===== src/rtl/parking_entry_console.sv =====
// Board-side console for the car park controller: debounces the gate sensors and
// collects a two-digit keypad password after each car arrival.
module parking_entry_console #(
    parameter int DEBOUNCE_CYCLES = 4,
    parameter int TIMEOUT_CYCLES  = 64,
    parameter int HOLD_CYCLES     = 8
) (
    input  logic       clk,
    input  logic       reset,
    input  logic       raw_entrance,
    input  logic       raw_exit,
    input  logic       key_valid,
    input  logic [1:0] key_code,
    input  logic       key_clear,
    output logic       sensor_entrance,
    output logic       sensor_exit,
    output logic [1:0] password_1,
    output logic [1:0] password_2,
    output logic       pwd_valid,
    output logic       timeout,
    output logic [1:0] state
);

    typedef enum logic [1:0] {
        IDLE   = 2'd0,
        DIGIT1 = 2'd1,
        DIGIT2 = 2'd2,
        HOLD   = 2'd3
    } state_t;

    localparam logic [7:0]  DB_LAST   = 8'(DEBOUNCE_CYCLES - 1);
    localparam logic [15:0] TMO_LAST  = 16'(TIMEOUT_CYCLES - 1);
    localparam logic [7:0]  HOLD_LAST = 8'(HOLD_CYCLES - 1);

    // Channel 0 is the entrance sensor, channel 1 the exit sensor.
    logic [1:0] raw_in;
    logic [1:0] sync1;
    logic [1:0] sync2;
    logic [1:0] db_out;
    logic [7:0] db_cnt [2];
    logic       entrance_q;
    logic       entry_rise;

    assign raw_in = {raw_exit, raw_entrance};

    // The output flips on the edge where the stable run reaches DEBOUNCE_CYCLES,
    // giving a total raw-to-output latency of 2 + DEBOUNCE_CYCLES edges.
    always_ff @(posedge clk or posedge reset) begin
        if (reset) begin
            sync1      <= 2'b00;
            sync2      <= 2'b00;
            db_out     <= 2'b00;
            entrance_q <= 1'b0;
            for (int i = 0; i < 2; i++) begin
                db_cnt[i] <= 8'd0;
            end
        end else begin
            sync1      <= raw_in;
            sync2      <= sync1;
            entrance_q <= db_out[0];
            for (int i = 0; i < 2; i++) begin
                if (sync2[i] != db_out[i]) begin
                    if (db_cnt[i] == DB_LAST) begin
                        db_out[i] <= sync2[i];
                        db_cnt[i] <= 8'd0;
                    end else begin
                        db_cnt[i] <= db_cnt[i] + 8'd1;
                    end
                end else begin
                    db_cnt[i] <= 8'd0;
                end
            end
        end
    end

    assign entry_rise      = db_out[0] & ~entrance_q;
    assign sensor_entrance = db_out[0];
    assign sensor_exit     = db_out[1];

    // Keypad strobes carry no ready: key_valid/key_clear are one-cycle strobes taken
    // on the edge where they are high, and only DIGIT1/DIGIT2 consume them.
    state_t      state_q, state_n;
    logic [1:0]  pwd1_q, pwd1_n;
    logic [1:0]  pwd2_q, pwd2_n;
    logic        valid_q, valid_n;
    logic        tmo_q, tmo_n;
    logic [15:0] tcnt_q, tcnt_n;
    logic [7:0]  hcnt_q, hcnt_n;

    always_ff @(posedge clk or posedge reset) begin
        if (reset) begin
            state_q <= IDLE;
            pwd1_q  <= 2'd0;
            pwd2_q  <= 2'd0;
            valid_q <= 1'b0;
            tmo_q   <= 1'b0;
            tcnt_q  <= 16'd0;
            hcnt_q  <= 8'd0;
        end else begin
            state_q <= state_n;
            pwd1_q  <= pwd1_n;
            pwd2_q  <= pwd2_n;
            valid_q <= valid_n;
            tmo_q   <= tmo_n;
            tcnt_q  <= tcnt_n;
            hcnt_q  <= hcnt_n;
        end
    end

    always_comb begin
        state_n = state_q;
        pwd1_n  = pwd1_q;
        pwd2_n  = pwd2_q;
        valid_n = valid_q;
        tmo_n   = 1'b0;
        tcnt_n  = tcnt_q;
        hcnt_n  = hcnt_q;
        case (state_q)
            IDLE: begin
                if (entry_rise) begin
                    state_n = DIGIT1;
                    pwd1_n  = 2'd0;
                    pwd2_n  = 2'd0;
                    tcnt_n  = 16'd0;
                end
            end
            DIGIT1, DIGIT2: begin
                if (key_clear) begin
                    state_n = DIGIT1;
                    pwd1_n  = 2'd0;
                    pwd2_n  = 2'd0;
                    tcnt_n  = 16'd0;
                end else if (key_valid) begin
                    tcnt_n = 16'd0;
                    if (state_q == DIGIT1) begin
                        pwd1_n  = key_code;
                        state_n = DIGIT2;
                    end else begin
                        pwd2_n  = key_code;
                        state_n = HOLD;
                        valid_n = 1'b1;
                        hcnt_n  = 8'd0;
                    end
                end else if (tcnt_q == TMO_LAST) begin
                    state_n = IDLE;
                    pwd1_n  = 2'd0;
                    pwd2_n  = 2'd0;
                    tmo_n   = 1'b1;
                    tcnt_n  = 16'd0;
                end else begin
                    tcnt_n = tcnt_q + 16'd1;
                end
            end
            HOLD: begin
                if (hcnt_q == HOLD_LAST) begin
                    state_n = IDLE;
                    valid_n = 1'b0;
                    hcnt_n  = 8'd0;
                end else begin
                    hcnt_n = hcnt_q + 8'd1;
                end
            end
            default: state_n = IDLE;
        endcase
    end

    assign password_1 = pwd1_q;
    assign password_2 = pwd2_q;
    assign pwd_valid  = valid_q;
    assign timeout    = tmo_q;
    assign state      = state_q;

endmodule


===== config.mk =====
export PLATFORM = sky130hd
export DESIGN_NAME = parking_entry_console
export DESIGN_NICKNAME = d
export VERILOG_FILES = /design/src/rtl/parking_entry_console.sv
export SDC_FILE = /design/constraint.sdc
export NUM_CORES = 1
export LEC_CHECK = 0
export BUFFER_PORTS_ARGS = -buffer_cell sky130_fd_sc_hd__buf_2
export CORE_UTILIZATION = 30
export CTS_CLUSTER_SIZE = 30
export DETAILED_ROUTE_END_ITERATION = 10
export GPL_TIMING_DRIVEN = 0
export PLACE_DENSITY_LB_ADDON = 0.05
export SYNTH_ARGS = -nofsm -noshare
export SYNTH_HDL_FRONTEND = slang
export SYNTH_SLANG_ARGS = --single-unit

===== constraint.sdc =====
create_clock -name clk -period 5.67 [get_ports clk]
set_input_delay 1.134 -clock clk [delete_from_list [all_inputs] [get_ports clk]]
set_output_delay 1.134 -clock clk [all_outputs]
set_load 0.01 [all_outputs]

# Yosys cells after proc, flatten, opt, wreduce, memory -nomap -nowiden
# Index checks and enable logic that the tools add are counted.
dict set report classes {
  addsub 4
  n_eq_ne 17
  n_mux 39
  bitwise 2
  reduce_logical 12
}
# op count
set ops {}
lappend ops {{$mux 16} 4}
lappend ops {{$mux 8} 8}
lappend ops {{$pmux 16 s2} 1}
lappend ops {{$add 8x1->8 const B} 3}
lappend ops {{$mux 2} 12}
lappend ops {{$add 16x1->16 const B} 1}
lappend ops {{$eq 16x6->1 const B} 1}
lappend ops {{$eq 8x2->1 const B} 2}
lappend ops {{$pmux 8 s2} 1}
lappend ops {{$ne 4x4->1 const B} 3}
lappend ops {{$reduce_and 4->1} 3}
lappend ops {{$ne 2x2->1 const B} 5}
lappend ops {{$mux 1} 9}
lappend ops {{$eq 8x3->1 const B} 1}
lappend ops {{$pmux 2 s2} 2}
lappend ops {{$pmux 2 s3} 1}
lappend ops {{$reduce_and 2->1} 3}
lappend ops {{$reduce_and 5->1} 1}
lappend ops {{$eq 2x2->1 const B} 2}
lappend ops {{$reduce_bool 2->1} 2}
lappend ops {{$reduce_and 3->1} 1}
lappend ops {{$eq 2x1->1 const B} 1}
lappend ops {{$logic_not 2->1} 1}
lappend ops {{$ne 1x1->1} 2}
lappend ops {{other kinds (4)} 4}
dict set report word_totals {
  regBits 55
  in_bits 8
  out_inout_bits 10
  elab_cells 88
}

# Depth between registers and ports, before layout
# Gate-level depths: netlist of the first run.
dict set report depth {
  depth_word 5
  mapped_depth 7
  mapped_depth_nobuf 6
}

# Least setup slack after synthesis of the first run
# Ideal clock, no wire load.
dict set report synth_path {
  kind {input-to-reg}
  start {input key_valid}
  end {register pwd1_q[0] (netlist: password_1[0])}
  setup_time_ps 125
  arrival_ps 2244
  t_required_ps 5545
  setup_slack_ps 3302
  path_stages 4
  path_buffers 1
  path_cell_list {or3b_1 > clkbuf_1 > o211ai_1 > mux2_2}
}
dict set report synth_via {
  elab_chain_len 3
  word_cells_on_any_way 6
  classes_between {2 x eq/ne; 3 x mux; 1 x reduce/logical}
}
# item line_no
set synth_rtl {}
lappend synth_rtl {{start, declared} 12} ;# input logic key_valid,
lappend synth_rtl {{$mux 2} 133} ;# end else if (key_valid) begin
lappend synth_rtl {{$mux 2} 128} ;# if (key_clear) begin
lappend synth_rtl {{$pmux 2 s2} 118} ;# case (state_q)
lappend synth_rtl {{end signal, assigned} 101} ;# pwd1_q <= pwd1_n;
lappend synth_rtl {{end, declared} 83} ;# logic [1:0] pwd1_q, pwd1_n;
# Several ways; a longest one is shown, not always the timed one.
# A chain may end at the register's enable or synchronous reset.

# Worst setup path in the final report of the first run
dict set report layout_path {
  start {input key_clear}
  end {register hcnt_q[7]}
}
dict set report layout_via {
  elab_chain_len 2
}
# item line_no
set layout_rtl {}
lappend layout_rtl {{start, declared} 14} ;# input logic key_clear,
lappend layout_rtl {{$ne 2x2->1 (no line)} n/a}
lappend layout_rtl {{$reduce_and 4->1 (no line)} n/a}
lappend layout_rtl {{end signal, assigned} 106} ;# hcnt_q <= hcnt_n;
lappend layout_rtl {{end, declared} 88} ;# logic [7:0] hcnt_q, hcnt_n;
# Every way passes these cells.

==> metrics.txt, run 1 <==
Finish-stage setup viols=0; Startpoint Class=input pin; Worst R2R Start=state[0]$_DFFE_PP0P_; Port Buf Inserts=17; Die W=97.8 µm; Crit. Startpoint=key_clear; syn_nets=283; Peak VDD IR=0.147 mV; via count=2,032; post-route ant nets=0; CP Max Fanout=9; Synth Area in XOR/XNOR=0.0477; max-slew violation count=0; Detailed Place HPWL=4.04 mm; final WL=5.70 mm; post-layout net count=a little over 300; maximum clock insertion buffer count=2; RR Endpoint=hcnt_q[7]$_DFFE_PP0P_; post-synthesis adder-cell area fraction=0.0454; sum of negative setup slack=0 ns; GP Congestion=0.722; Required @ worst endpoint=5.88 ns; layout cells sized above 1=0.134; leading cell type in the layout, fill and taps excluded=dfrtp_1; met2 Resource Use GR=0.210; Post-route DRC=0; grt met1 use=0.175; ANT cells=0; Row Count=34; area leader, netlist=dfrtp_1; post-synthesis cell count=265; Die Y=97.8 µm; sequential fraction of the synthesis area=0.500; final hold vios=0; mux contribution to synthesized area=0.0400; worst hold path class=register to register; global-route usage over all layers=0.130; Max Freq=391 MHz; Initial Utilization=0.313; Compound-Gate Fraction of Synth Area=0.135; core footprint=8810 µm²; slew margin rel.=0.320; gr busiest metal=met2; Die Area=9570 µm²; vias per cell=5.11; commonest cells after routing, fill and taps aside=dfrtp_1, nor2_1, buf_2, nand2_1, nand3_1; Iteration-0 DRC Markers=78; Worst setup endpoint=hcnt_q[7]$_DFFE_PP0P_; final core occ=0.352; r2r setup slk=3.28 ns; TritonCTS clock tree=built; share of the synthesized area in the top cell type=0.500; Leakage=about 1.4 nW; CP arrival=2.77 ns; routed len/inst=14.3 µm; Crit. End Element=register; clk root buf=clkbuf_8; clk_lat worst skew=0.31 ns; CTS Hold Bufs=0; status=finished clean; Synth Area per Inst=10.4 µm²; fin crit period=2.56 ns; synth warn=0; clk sink count=55; vias in the first global route=2,006; period utilisation layout=0.451; worst clock skew=approximately 0.01 ns; post_cts resized=0; Max Cap Viol=0; htree depth=2; GRT overflow=0; global-route wire length before repair=9.96 mm; simple-gate share of the synthesized area=0.215; top cells by area, synth=dfrtp_1, ha_1, mux2_2; global-route track usage on met3=0.0236; total CTS buffers=5; Yosys reg bits=55; Cell Area, Synth=roughly 2800 µm²; first drt pass iteration count=4; # IOs=18; antenna violations before repair=0; Reg2Reg Depth=5; Clk pin slew, worst setup/hold paths=~0.11 ns; pin count of the biggest net entering global routing=33; Post CTS Setup Buffer Count=0; Power Density=348 nW/µm²; worst-margin pin slew=between 1 and 1.5 ns; P&R area growth vs syn=12.6%; RSZ-0062 raised after global routing=false; post-synth cell types=42; critical path type=input pin to register; main combinational cell family by area after synthesis=simple AND/OR/NAND/NOR gates
==> flip-flops by register name, indices dropped and copies added (netlist names), 2 cells and up <==
register    flops
state           2
hcnt_q          8
password_2      2
password_1      2
db_out          2
sync2           2
db_cnt         16
tcnt_q         16
sync1           2
==> critical path, cell delays in order <==
cell and delay (ns):
buf_2 0.13, nand2b_1 0.16, a211oi_1 0.86, o21ai_0 0.21
a22o_1 0.29
==> cells in the mapped netlist (all sizes together) <==
cell	number
dfrtp	55
nor2	21
nand2	17
nand3	15
a21oi	14
o21ai	14
and3	12
o31ai	12
ha	10
or4	10
xor2	10
mux2	8
inv	7
nand4	7
a22o	6
nor2b	5
xnor2	5
nor4	4
clkbuf	3
nand2b	3
nor3	3
o211ai	3
a211oi	2
and4	2
buf	2
mux2i	2
a211o	1
a31oi	1
and2	1
and2b	1
nand3b	1
nor3b	1
nor4b	1
nor4bb	1
o221ai	1
o2bb2ai	1
or2	1
or3	1
or3b	1
==> worst min-delay path by stage <==
| stage | cells after the start | to | slack, ns | startpoint |
|---|---|---|---|---|
| finish | 0 | sync2[1]$_DFF_PP0_ | 0.36 | sync1[1]$_DFF_PP0_ |
| CTS | 0 | sync2[1]$_DFF_PP0_ | 0.36 | sync1[1]$_DFF_PP0_ |
| detailed placement | 0 | sync2[0]$_DFF_PP0_ | 0.33 | sync1[0]$_DFF_PP0_ |
| global placement | 0 | sync2[1]$_DFF_PP0_ | 0.34 | sync1[1]$_DFF_PP0_ |
| global route | 0 | sync2[1]$_DFF_PP0_ | 0.38 | sync1[1]$_DFF_PP0_ |
| floorplan | 0 | sync2[0]$_DFF_PP0_ | 0.33 | sync1[0]$_DFF_PP0_ |
==> power by group <==
part	leakage [nW]	internal [W]	switching, W
Combinational	0.563	0.000131	0.000195
Clock	0.0502	0.000130	0.000136
Sequential	0.740	0.000445	0.0000440
==> final cells by class <==
type	count	area [µm²]
Tap cell	108	135
Inverter	7	26.3
Fill cell	903	5700
Clock buffer	5	68.8
Multi-Input combinational cell	198	1330
Sequential cell	55	1380
Timing Repair Buffer	18	105
Clock inverter	2	37.5
Buffer	5	21.3
==> stage by stage <==
step                      cell area [µm²]  hold WS, ns  total power (W)  worst slack [ns]  std cells
after floorplan                      2760        0.331         0.000724              3.19        265
after global placement               2980        0.343         0.000831              2.26        390
after detailed placement             3000        0.335         0.000832              2.75        391
after CTS                            3100        0.361          0.00110              3.11        398
after global routing                 3100        0.382          0.00116              2.92        398
final                                3100        0.358          0.00108              3.11        398
==> kinds of logic (layout without fill, tap and decap cells) <==
logic type / count (synthesis) / after routing
xor+xnor: 15 / 15
simple gates: 108 / 108
mux: 10 / 10
buf+inv: 12 / 37
compound gates: 55 / 55
flops: 55 / 55
fa+ha+maj: 10 / 10
==> metal layers <==
layer  part of all wire  wire (µm)  up-vias
met1               0.51       2910      983
met3              0.020        116        7
li1                   -          -     1027
met2               0.46       2600       15
met5                  0          0        -
met4              0.013         76        0
Note: power is estimated with default switching activity, not from simulation.
==> run 2, diff against run 1 <==
clock period = 2.46 ns   (was 5.67 ns; I/O delays follow)
==> run 2 against run 1 <==
Effect of this change: final cell count is 0.25% higher; core utilization is 0.17 points higher; first-iteration DRC count is 26% lower; clock power is 130% higher; routed wire length is 0.51% higher; setup slack worse by 3.0 ns; clock-buffer cell count stayed put; critical path depth is 1 higher; critical path type is now register to register; critical endpoint is now password_2[1]$_DFFE_PP0P_; largest cell class unchanged; largest power group unchanged; highest routed layer unchanged.
==> metrics.txt, run 2 (same netlist as run 1, synthesis figures left out) <==
antenna violations before repair=0 (unchanged); CP arrival=2.51 ns (-0.26 ns); maximum clock insertion buffer count=2 (unchanged); Max Freq=433 MHz; Crit. End Element=register; status=finished clean; final WL=5.73 mm (+0.51%); Switching Fraction=0.347 (+0.000404); cell internal pwr=0.00163 W (+130%); Die W=97.8 µm (unchanged); commonest cells after routing, fill and taps aside=dfrtp_1, nor2_1, buf_2, nand2_1, nand3_1; combinational group share of total power=0.305 (+0.003); fin crit period=2.31 ns; CTS Hold Bufs=0 (unchanged); clk_lat worst skew=0.31 ns (about the same); max-slew violation count=0 (unchanged); switching power=0.000870 W (+130%); worst-margin pin slew=0.616 ns (-0.398 ns); routed len/inst=14.4 µm (+0.26%); htree depth=2 (unchanged); slew margin rel.=0.587 (+0.267); post-layout net count=309 (+0.32%); Leakage=1.36 nW (+0.28%); period utilisation layout=0.939; leading cell type in the layout, fill and taps excluded=dfrtp_1; Setup WS post-layout=0.151 ns (-2.96 ns); via count=2,042 (+0.49%); Worst R2R Start=state[1]$_DFFE_PP0P_; Flop pwr share=0.450 (-0.002); ANT cells=0 (unchanged); first drt pass iteration count=4 (unchanged); total CTS buffers=5 (unchanged); global-route usage over all layers=0.130 (unchanged); Max Cap Viol=0 (unchanged); RSZ-0062 raised after global routing=false; Initial Utilization=0.313 (unchanged); vias per cell=5.12 (+0.24%); Die Area=9570 µm² (unchanged); final hold vios=0 (unchanged); pre-CTS setup slack=0.0221 ns (-2.72 ns); Port Buf Inserts=17 (unchanged); worst hold path class=input pin to async pin; Power Density=803 nW/µm² (+130%); GP Congestion=0.722 (unchanged); TritonCTS clock tree=built; Crit. Startpoint=state[1]$_DFFE_PP0P_; biggest regs=db_cnt (16), tcnt_q (16), hcnt_q (8); Row Count=34 (unchanged); GRT overflow=0 (unchanged); Required @ worst endpoint=2.66 ns (-3.22 ns); clk root buf=clkbuf_8; Peak VDD IR=0.340 mV (+130%); Iteration-0 DRC Markers=58 (-26%); global-route wire length before repair=9.96 mm (unchanged); # IOs=18 (unchanged); RR Endpoint=password_2[1]$_DFFE_PP0P_; Worst setup endpoint=password_2[1]$_DFFE_PP0P_; P&R area growth vs syn=13.1%; vias in the first global route=2,006 (unchanged); CP Max Fanout=8 (-1); layout cells sized above 1=0.144 (+0.00985); pin count of the biggest net entering global routing=33 (unchanged); post-route ant nets=0 (unchanged); Die Y=97.8 µm (unchanged); Reg2Reg Depth=6 (+1); r2r setup slk=0.15 ns (-3.13 ns); Post-route DRC=0 (unchanged); Detailed Place HPWL=4.04 mm (unchanged); Startpoint Class=register; Clk pin slew, worst setup/hold paths=0.11 ns (about the same); clk sink count=55 (unchanged); core footprint=8810 µm² (unchanged); critical path type=register to register; worst clock skew=0.0100 ns (-0.0000988 ns); clock share of power=0.244 (-0.002); Finish-stage setup viols=0 (unchanged); Tot Pwr=0.00250 W (+130%)
==> run 2: worst min-delay path by stage <==
stage | from | endpoint | cells after the start
CTS | reset | db_cnt[11]$_DFF_PP0_ | 2
global placement | sync1[1]$_DFF_PP0_ | sync2[1]$_DFF_PP0_ | 0
detailed placement | sync1[0]$_DFF_PP0_ | sync2[0]$_DFF_PP0_ | 0
floorplan | sync1[0]$_DFF_PP0_ | sync2[0]$_DFF_PP0_ | 0
finish | reset | db_cnt[11]$_DFF_PP0_ | 2
global route | reset | db_cnt[11]$_DFF_PP0_ | 2
==> run 2: routing by layer <==
metal  track usage  up-vias  part of all wire
li1              -     1028                 -
met1         0.175      994              0.51
met2         0.210       13              0.46
met3        0.0236        7             0.019
met4        0.0420        0             0.013
met5             0        -                 0
==> run 2: repair_timing <==
action                     in CTS  in global routing
setup endpoints to repair       0                 10
resized for setup               0                  2
setup buffers                   0                  1
hold endpoints to repair        0                  0
==> run 2: metrics by stage <==
stage / hold slack, ns / setup TNS (ns) / util / instances / instance area, µm²
2_1_floorplan: 0.331 / 0 / - / 265 / 2760
3_3_place_gp: 0.343 / -16.68 / 0.338 / 390 / 2980
6_report: 0.203 / 0 / 0.354 / 399 / 3120
4_1_cts: 0.221 / 0 / 0.352 / 398 / 3100
5_1_grt: 0.249 / 0 / 0.354 / 399 / 3120
3_5_place_dp: 0.335 / 0 / 0.340 / 391 / 3000
==> run 2: area by class of cell <==
cell class | count | area, µm²
buffer | 5 | 21.3
timing repair buffer | 19 | 113
inverter | 7 | 26.3
clock buffer | 5 | 68.8
multi-input combinational | 198 | 1340
clock inverter | 2 | 37.5
tap | 108 | 135
sequential | 55 | 1380
fill | 905 | 5690
==> run 2: power by group through the flow <==
stage	clock [W]	sequential [W]	combinational (W)
6_report	0.000611	0.00113	0.000764
5_1_grt	0.000671	0.00115	0.000867
4_1_cts	0.000640	0.00113	0.000771
3_5_place_dp	0	0.00115	0.000766
3_3_place_gp	0	0.00115	0.000768
2_1_floorplan	0	0.00116	0.000514
==> run 2: critical path, stage by stage (launching register included) <==
cell and delay (ns):
dfrtp_1 0.41, inv_1 0.13, ha_2 0.43, or3b_1 0.36
clkbuf_1 0.20, o211ai_1 0.31, mux2_2 0.37
==> run 3, diff against run 2 <==
--- a/config.mk
+++ b/config.mk
@@ -12,3 +12,3 @@
 export GPL_TIMING_DRIVEN = 0
-export PLACE_DENSITY_LB_ADDON = 0.05
+export PLACE_DENSITY = 0.43
 export SYNTH_ARGS = -nofsm -noshare
==> constraint.sdc (replaced) <==
create_clock -name clk -period 2.46 [get_ports clk]
set_input_delay 0.738 -clock clk [delete_from_list [all_inputs] [get_ports clk]]
set_output_delay 0.738 -clock clk [all_outputs]
set_load 0.01 [all_outputs]
==> run 3 against run 2 <==
Effect of this change: die area unchanged; largest cell class unchanged; non-clock buffer count shrank 2; combinational power barely moved; sequential power is essentially flat; final area fell by 0.64%; total power is 2.9% lower; critical endpoint is now password_2[0]$_DFFE_PP0P_; flip-flop and latch count unchanged.
==> metrics.txt, run 3 (same netlist as run 1, synthesis figures left out) <==
final hold vios=0 (unchanged); worst-margin pin slew=0.632 ns (+0.0157 ns); RSZ-0062 raised after global routing=false; Post CTS Setup Buffer Count=0 (unchanged); Initial Utilization=0.313 (unchanged); fin crit period=2.26 ns (-0.0469 ns); core footprint=8810 µm² (unchanged); worst clock skew=0.0134 ns (+0.00332 ns); via count=2,052 (+0.49%); final core occ=0.352 (-0.00227); TritonCTS clock tree=built; htree depth=2 (unchanged); critical path type=register to register; worst hold path class=register to register; antenna violations before repair=0 (unchanged); pin count of the biggest net entering global routing=34 (+3.0%); ANT cells=0 (unchanged); Clk pin slew, worst setup/hold paths=0.11 ns (about the same); Die Area=9570 µm² (unchanged); post-route ant nets=0 (unchanged); Finish-stage setup viols=0 (unchanged); clk sink count=55 (unchanged); GRT overflow=0 (unchanged); vias per cell=5.16 (+0.74%); Startpoint Class=register; Port Buf Inserts=17 (unchanged); CTS Hold Bufs=0 (unchanged); clk root buf=clkbuf_8; clk_lat worst skew=0.31 ns (about the same); Crit. End Element=register; biggest regs=db_cnt (16), tcnt_q (16), hcnt_q (8); Hold Startpoint=sync1[1]$_DFF_PP0_; first drt pass iteration count=4 (unchanged); maximum clock insertion buffer count=2 (unchanged); # IOs=18 (unchanged); Post-Layout Cell Count=398 (-0.25%); GP Congestion=0.770 (+6.7%); global-route usage over all layers=0.132 (+0.00241); Detailed Place HPWL=4.01 mm (-0.83%); Post-route DRC=0 (unchanged); layout cells sized above 1=0.148 (+0.00395); Leakage=1.35 nW (-0.73%); Power Density=785 nW/µm² (-2.2%); Setup WS post-layout=0.198 ns (+0.0469 ns); P&R area growth vs syn=12.4%; Row Count=34 (unchanged); Max Cap Viol=0 (unchanged); CP Max Fanout=8 (unchanged); FILL cells=903 (-0.22%); post-layout net count=307 (-0.65%); leading cell type in the layout, fill and taps excluded=dfrtp_1; Peak VDD IR=0.300 mV (-12%); Crit. Startpoint=state[1]$_DFFE_PP0P_; Die W=97.8 µm (unchanged); status=finished clean; pre-CTS setup slack=-0.0735 ns (-0.0957 ns); period utilisation layout=0.919 (-0.0191); hold_ws=0.374 ns (+0.171 ns); slew margin rel.=0.576 (-0.0105); Iteration-0 DRC Markers=88 (+52%); vias in the first global route=2,043 (+1.8%); total CTS buffers=5 (unchanged); Worst R2R Start=state[1]$_DFFE_PP0P_; commonest cells after routing, fill and taps aside=dfrtp_1, nor2_1, buf_2, nand2_1, nand3_1; Post-Place Cells=391 (unchanged); Required @ worst endpoint=2.67 ns (about the same); routed len/inst=14.3 µm (-0.45%); CP arrival=2.47 ns (-0.04 ns); max-slew violation count=0 (unchanged); final WL=5.69 mm (-0.70%); Die Y=97.8 µm (unchanged); Max Freq=442 MHz (+2.1%); global-route wire length before repair=10.4 mm (+3.9%)
[run 3: cell count changes in the layout (fill, tap and decap cells not counted)]
cell | previous run | this run
buf_4 | 1 | 0
bufinv_16 | 1 | 0
clkbuf_1 | 3 | 2
dfrtp_1 | 55 | 54
dfrtp_2 | 0 | 1
inv_6 | 0 | 1
inv_8 | 0 | 1
[run 3: power breakdown]
| part | leakage [nW] | internal, W | switching (W) |
|---|---|---|---|
| logic | 0.562 | 0.000306 | 0.000457 |
| registers | 0.739 | 0.00103 | 0.000104 |
| clock network | 0.0467 | 0.000212 | 0.000326 |
| total | 1.35 | 0.00154 | 0.000887 |
[run 3: worst max-delay path, stage by stage (launching register included)]
cell,delay [ns]
dfrtp_1,0.40
inv_1,0.12
ha_2,0.42
or3b_1,0.51
o211ai_1,0.34
mux2_2,0.37
[run 3: layout make-up]
type                    count  area (µm²)  area share
plain buffers               4        17.5     0.00566
clock buffers               5        68.8      0.0222
clock inverters             3        27.5     0.00889
inverters                   7        26.3     0.00848
multi-input cells         198        1340       0.432
flip-flops and latches     55        1380       0.445
well taps                 108         135      0.0436
repair buffers             18         105      0.0339
[run 3: final timing paths]
path / slack (ns) / end / cells after the start
min in group asynchronous: 0.43 / db_cnt[10]$_DFF_PP0_ / 2
max in group asynchronous: 1.47 / hcnt_q[6]$_DFFE_PP0P_ / 3
min reg2reg: 0.37 / sync2[1]$_DFF_PP0_ / 0
min: 0.37 / sync2[1]$_DFF_PP0_ / 0
max: 0.20 / password_2[0]$_DFFE_PP0P_ / 5
max reg2reg: 0.20 / password_2[0]$_DFFE_PP0P_ / 5
[run 3: per-stage QoR]
stage	setup TNS, ns	area [µm²]	total power [W]
2_1_floorplan	0	2760	0.00167
3_3_place_gp	-27.37	2980	0.00191
3_5_place_dp	-0.320	3000	0.00192
4_1_cts	0	3100	0.00248
5_1_grt	0	3100	0.00264
6_report	0	3100	0.00243
[run 3: per-layer routing]
| layer | vias up | wire length, µm | share of wire | global-route usage |
|---|---|---|---|---|
| met4 | 0 | 24 | 0.0042 | 0.0315 |
| met1 | 996 | 2950 | 0.52 | 0.186 |
| met5 | - | 0 | 0 | 0 |
| met3 | 2 | 141 | 0.025 | 0.0251 |
| met2 | 23 | 2580 | 0.45 | 0.209 |
| li1 | 1031 | - | - | - |
[run 3: repair_timing]
item	4_1_cts	5_1_grt
pin swaps	0	1
resized for setup	1	2
setup endpoints to repair	5	4
